<file path="config.mk">
export PLATFORM = sky130hd
export DESIGN_NAME = instr_fetch_decode
export DESIGN_NICKNAME = d
export VERILOG_FILES = /design/src/rtl/cpu_pkg.sv /design/src/rtl/instr_decoder.sv /design/src/rtl/instr_fetch_decode.sv
export SDC_FILE = /design/constraint.sdc
export NUM_CORES = 1
export LEC_CHECK = 0
export BUFFER_PORTS_ARGS = -buffer_cell sky130_fd_sc_hd__buf_4
export CAP_MARGIN = 20
export CORE_ASPECT_RATIO = 0.6
export CORE_UTILIZATION = 53
export DETAILED_ROUTE_END_ITERATION = 10
export PLACE_DENSITY = 0.82
export SLEW_MARGIN = 10
export SYNTH_ARGS = -nofsm -noshare
export SYNTH_HDL_FRONTEND = slang
export SYNTH_SLANG_ARGS = --single-unit
export TNS_END_PERCENT = 30
</file>
<file path="constraint.sdc">
create_clock -name clk -period 3.4 [get_ports clk]
set_input_delay 0 -clock clk [delete_from_list [all_inputs] [get_ports clk]]
set_output_delay 0 -clock clk [all_outputs]
set_load 0.05 [all_outputs]
</file>
<file path="src/rtl/cpu_pkg.sv">
// Shared constants and types for the fetch/decode front end.
// Holds the phase encodings, instruction-class codes, PC step sizes and the decoded-field record.
package cpu_pkg;

  localparam logic [1:0] FETCH = 2'b00;
  localparam logic [1:0] READ  = 2'b01;
  localparam logic [1:0] EXEC  = 2'b10;
  localparam logic [1:0] WRITE = 2'b11;

  localparam logic [1:0] DP    = 2'b00;
  localparam logic [1:0] LS    = 2'b01;
  localparam logic [1:0] UNDEF = 2'b11;
  localparam logic [2:0] BR    = 3'b101;

  localparam logic [31:0] PC_STEP = 32'd4;
  localparam logic [31:0] PC_PIPE = 32'd8;

  typedef struct packed {
    logic [3:0]  cond;
    logic [3:0]  op;
    logic [3:0]  rn;
    logic [3:0]  rd;
    logic [3:0]  rm;
    logic [11:0] operand;
    logic [23:0] offset;
    logic        b;
    logic        l;
    logic        t;
    logic        s;
    logic        ldr;
    logic        str;
    logic        p;
    logic        u;
    logic        bit_f;
    logic        w;
    logic        undef;
  } dec_t;

  // Word offset of a branch, sign-extended and scaled to a byte displacement.
  function automatic logic [31:0] branch_disp(input logic [23:0] off);
    return {{6{off[23]}}, off, 2'b00};
  endfunction

endpackage

</file>
<file path="src/rtl/instr_decoder.sv">
// Purely combinational field extraction from the instruction register.
module instr_decoder
  import cpu_pkg::*;
(
  input  logic [31:0] instr,
  output dec_t        dec
);

  // Class-dependent flags; fields that exist in every format are passed through unconditionally.
  always_comb begin
    dec         = '0;
    dec.cond    = instr[31:28];
    dec.offset  = instr[23:0];
    dec.rn      = instr[19:16];
    dec.rd      = instr[15:12];
    dec.operand = instr[11:0];
    dec.rm      = instr[3:0];
    case (instr[27:26])
      DP: begin
        dec.t  = instr[25];
        dec.op = instr[24:21];
        dec.s  = instr[20];
      end
      LS: begin
        dec.p     = instr[24];
        dec.u     = instr[23];
        dec.bit_f = instr[22];
        dec.w     = instr[21];
        dec.ldr   = instr[20];
        dec.str   = ~instr[20];
      end
      UNDEF: begin
        dec.undef = 1'b1;
      end
      default: begin
        if (instr[27:25] == BR) begin
          dec.b = 1'b1;
          dec.l = instr[24];
        end else begin
          dec.b = 1'b0;
          dec.l = 1'b0;
        end
      end
    endcase
  end

endmodule

</file>
<file path="src/rtl/instr_fetch_decode.sv">
// Four-phase fetch/decode front end: phase counter, program counter and instruction register,
// with field extraction delegated to instr_decoder.
module instr_fetch_decode
  import cpu_pkg::*;
(
  input  logic        clk,
  input  logic        rst_n,
  input  logic        stall,
  input  logic        bf,
  output logic [31:0] imem_addr,
  output logic        imem_rd,
  input  logic [31:0] imem_data,
  output logic [31:0] pc,
  output logic [1:0]  state,
  output logic [3:0]  cond,
  output logic [3:0]  op,
  output logic [3:0]  rn,
  output logic [3:0]  rd,
  output logic [3:0]  rm,
  output logic [11:0] operand,
  output logic [23:0] offset,
  output logic        b,
  output logic        l,
  output logic        t,
  output logic        s,
  output logic        ldr,
  output logic        str,
  output logic        p,
  output logic        u,
  output logic        bit_f,
  output logic        w,
  output logic        valid,
  output logic        undef
);

  logic [1:0]  state_q, state_d;
  logic [31:0] pc_q, pc_d;
  logic [31:0] ir_q, ir_d;
  logic        valid_q, valid_d;
  dec_t        dec;

  // Next-state: advance one phase per unstalled clock; capture on leaving FETCH, retarget on leaving WRITE.
  always_comb begin
    state_d = state_q;
    pc_d    = pc_q;
    ir_d    = ir_q;
    valid_d = valid_q;
    if (!stall) begin
      state_d = state_q + 2'd1;
      case (state_q)
        FETCH: begin
          ir_d    = imem_data;
          valid_d = 1'b1;
        end
        WRITE: begin
          if (bf) begin
            pc_d = pc_q + PC_PIPE + branch_disp(ir_q[23:0]);
          end else begin
            pc_d = pc_q + PC_STEP;
          end
        end
        default: begin
          pc_d = pc_q;
        end
      endcase
    end else begin
      state_d = state_q;
    end
  end

  // Architectural state with asynchronous clear.
  always_ff @(posedge clk or negedge rst_n) begin
    if (!rst_n) begin
      state_q <= FETCH;
      pc_q    <= 32'h0000_0000;
      ir_q    <= 32'h0000_0000;
      valid_q <= 1'b0;
    end else begin
      state_q <= state_d;
      pc_q    <= pc_d;
      ir_q    <= ir_d;
      valid_q <= valid_d;
    end
  end

  instr_decoder u_decoder (
    .instr (ir_q),
    .dec   (dec)
  );

  // The read strobe is gated by rst_n so it drops immediately while reset is held in FETCH.
  assign imem_rd   = rst_n & (state_q == FETCH);
  assign imem_addr = pc_q;
  assign pc        = pc_q;
  assign state     = state_q;
  assign valid     = valid_q;

  assign cond    = dec.cond;
  assign op      = dec.op;
  assign rn      = dec.rn;
  assign rd      = dec.rd;
  assign rm      = dec.rm;
  assign operand = dec.operand;
  assign offset  = dec.offset;
  assign b       = dec.b;
  assign l       = dec.l;
  assign t       = dec.t;
  assign s       = dec.s;
  assign ldr     = dec.ldr;
  assign str     = dec.str;
  assign p       = dec.p;
  assign u       = dec.u;
  assign bit_f   = dec.bit_f;
  assign w       = dec.w;
  assign undef   = dec.undef;

endmodule

</file>
==> parameters.txt <==
Parameter                              Value

Detailed routing
  Wire length per cell    18.1 um
  Count of routing violations after the opening detailed-route iteration    442
  Detailed-routing iteration count for the pre-antenna-repair pass    6
  DRC violation count after routing    0
  Number of antenna-violating nets in the routed design    0
  Vias    5387
  Wirelength, routed    16.4 mm
  Routed vias/inst    5.95

Critical path
  Worst Path Max Fanout    6
  Critical Path AT    3460 ps
  Kind of end point of the critical path    register
  Category of the critical setup timing path    reg2reg
  Worst setup SP type    register
  Endpoint required time on the critical path    3620 ps

Timing
  Setup-failing EPs final    0
  Headroom to the max-slew limit    0.357
  Post-route clock period utilization    0.951
  Worst-case hold slack    184 ps
  Maximum clock skew at final layout    4.70 ps
  Maximum clock frequency    0.309 GHz
  Transition time of the tightest slew-check pin    962 ps
  Clock period minus worst slack    3230 ps
  Final TNS setup    0 ps
  Final slew viol count    0
  Hold Vio Cnt, Final    0
  Setup repair after global routing missed its margin    false

Clocking
  Total clock buffers created by CTS    9
  Number of sinks handled by clock tree synthesis    65
  Maximum clock insertion buffer count    2
  Post-cts sizing count    0
  Clock transition time at the flip-flop clock pins of the worst setup and hold paths    60 ps
  CTS tree    yes
  H-Tree Depth    3
  Root cell of the clock tree    clkbuf_16
  Clock network latency to the later pin of the worst-skew pair    340 ps

Finish
  Final nets    859
  Synth-to-layout area growth    24.4%
  Utilization of the core after routing    0.680
  Fill cell total of the finished layout    810
  ANT cells    0
  Summed area of non-filler cells in the final layout    7180 um^2
  Ratio of cells with drive above 1 in the final layout    0.310

Placement
  Routability cong.    0.986
  Port Buffers    166
  Post-DP HPWL    12.1 mm
  Total cell area at the placement stage    6520 um^2

Synth
  Number of storage elements in the synthesis netlist    65
  Syn Inst Count    647
  Yosys cell types    63
  Top FF cell, synth    dfrtp_1
  Per-instance average area after synthesis    8.92 um^2
  Cell area after technology mapping    5770 um^2
  Number of warning messages in the yosys log    0
  Sequential share of the synthesized area    0.282
  Number of synthesized flops with an enable pin    0
  Asr flop ratio synth    1.00

Global route
  Initial antenna violation count    0
  Wire length of the first global-routing pass    25.7 mm
  Largest net degree at the start of global routing    46
  Tot GR Track Use    0.293
  Vias in the first global route    4868
  Overflow left after global routing    0

Job
  Max-capacitance violation count    0

Die
  Number of I/O pins    171
  Number of rows created at floorplan    29
  Chip Height    82.8 um
  Initial core utilization    0.546
  Die extent in x    137 um
  Standard cell core area    10600 um^2
  Total die area    11300 um^2

Run status
  Outcome    completed

Hold path
  Hold WC Path Type    in2async
-- sequential cells by signal, indices dropped and copies added, names as in the netlist --
register,flops
state,2
imem_addr,30
valid,1
ir_q,32
-- layout make-up --
class	count	area, um^2	share of cell area
clock buffers	9	225	0.0314
inverters	14	52.6	0.00732
repair buffers	210	1660	0.232
clock inverters	7	77.6	0.0108
flip-flops and latches	65	1630	0.227
well taps	139	174	0.0242
multi-input cells	462	3360	0.468
-- placed cells by master, fill, tap and decap left out, types with 10 or more instances in the layout --
master / netlist / final
nor3_1: 10 / 10
o211ai_1: 11 / 11
dlygate4sd3_1: 0 / 34
and3_1: 12 / 12
dfrtp_1: 65 / 65
mux2_2: 32 / 32
a21oi_1: 54 / 54
nand2_1: 33 / 33
nor2_1: 33 / 33
xnor2_1: 14 / 14
and2_1: 16 / 16
xor2_1: 11 / 11
ha_1: 60 / 60
nand3_1: 22 / 22
buf_4: 87 / 176
o21ai_0: 43 / 43
inv_1: 14 / 14
-- Yosys cell counts, types with 3 or more instances --
cell type / instances / area [um^2]
buf_2: 4 / 20.0
a211oi_1: 8 / 60.1
o21a_1: 9 / 67.6
xor2_1: 11 / 96.3
nand2b_1: 3 / 18.8
dfrtp_1: 65 / 1630
a311oi_1: 4 / 35.0
clkbuf_1: 16 / 60.1
a31oi_1: 7 / 43.8
and3_1: 12 / 75.1
o211ai_1: 11 / 82.6
o2111ai_1: 3 / 26.3
a21o_1: 9 / 67.6
o21ai_0: 43 / 215
nor3_1: 10 / 50.1
o22ai_1: 4 / 25.0
nand4_1: 6 / 37.5
mux2_2: 32 / 360
nand3_1: 22 / 110
and2_1: 16 / 100
ha_1: 60 / 751
a21oi_1: 54 / 270
inv_1: 14 / 52.6
mux2i_1: 3 / 30.0
nor2_1: 33 / 124
nor2b_1: 7 / 43.8
xnor2_1: 14 / 123
buf_4: 87 / 653
nand2_1: 33 / 124
and4_1: 4 / 35.0
-- worst paths after layout --
path | slack, ps | cells after the start | to | start
max | 170 | 13 | imem_addr[23] | imem_addr[3]
min | 180 | 2 | imem_addr[7] | rst_n
max reg2reg | 170 | 13 | imem_addr[23] | imem_addr[3]
min reg2reg | 470 | 1 | valid | valid
max in group asynchronous | 2440 | 3 | ir_q[24] | rst_n
min in group clk | 240 | 3 | imem_addr[2] | bf
-- metal layers --
| layer | GRT usage | wire length [um] | share of wire |
|---|---|---|---|
| met1 | 0.452 | 7710 | 0.47 |
| met2 | 0.421 | 6780 | 0.41 |
| met3 | 0.0562 | 1720 | 0.10 |
| met4 | 0.0535 | 180 | 0.011 |
| met5 | 0 | 0 | 0 |
-- timing repair --
action                                  in CTS  in global routing
hold buffers                                34                  0
buffers inserted                             0                  2
endpoints found under the setup margin       0                  1
endpoints found under the hold margin       72                  0
-- cell families after synthesis --
logic type | after synthesis | share of synthesized area
AND/OR/NAND/NOR | 162 | 0.148
buffers and inverters | 123 | 0.139
AO/OA/AOI/OAI | 175 | 0.191
XOR/XNOR | 25 | 0.0380
other | 1 | 0.000650
multiplexers | 35 | 0.0677
adder cells (fa/ha/maj) | 61 | 0.134
flip-flops | 65 | 0.282
-- critical path, cell delays in order (launching register included) --
cell      delay [ps]
dfrtp_1          440
inv_1             70
ha_1             270
inv_1             40
ha_1             250
fa_1             450
a211oi_2         260
o211ai_1         160
a21oi_2          210
buf_4            140
o31ai_2          110
nor2b_1          160
or4_1            380
and3_1           170
-- stage by stage --
step | cells | setup slack [ps]
floorplan | 650 | 224
global placement | 854 | 374
detailed placement | 854 | 218
CTS | 904 | 160
global route | 906 | 11.6
finish | 906 | 168
Power is not shown: default switching activity piles up to over one toggle a cycle in this logic, so the estimate is an artifact.
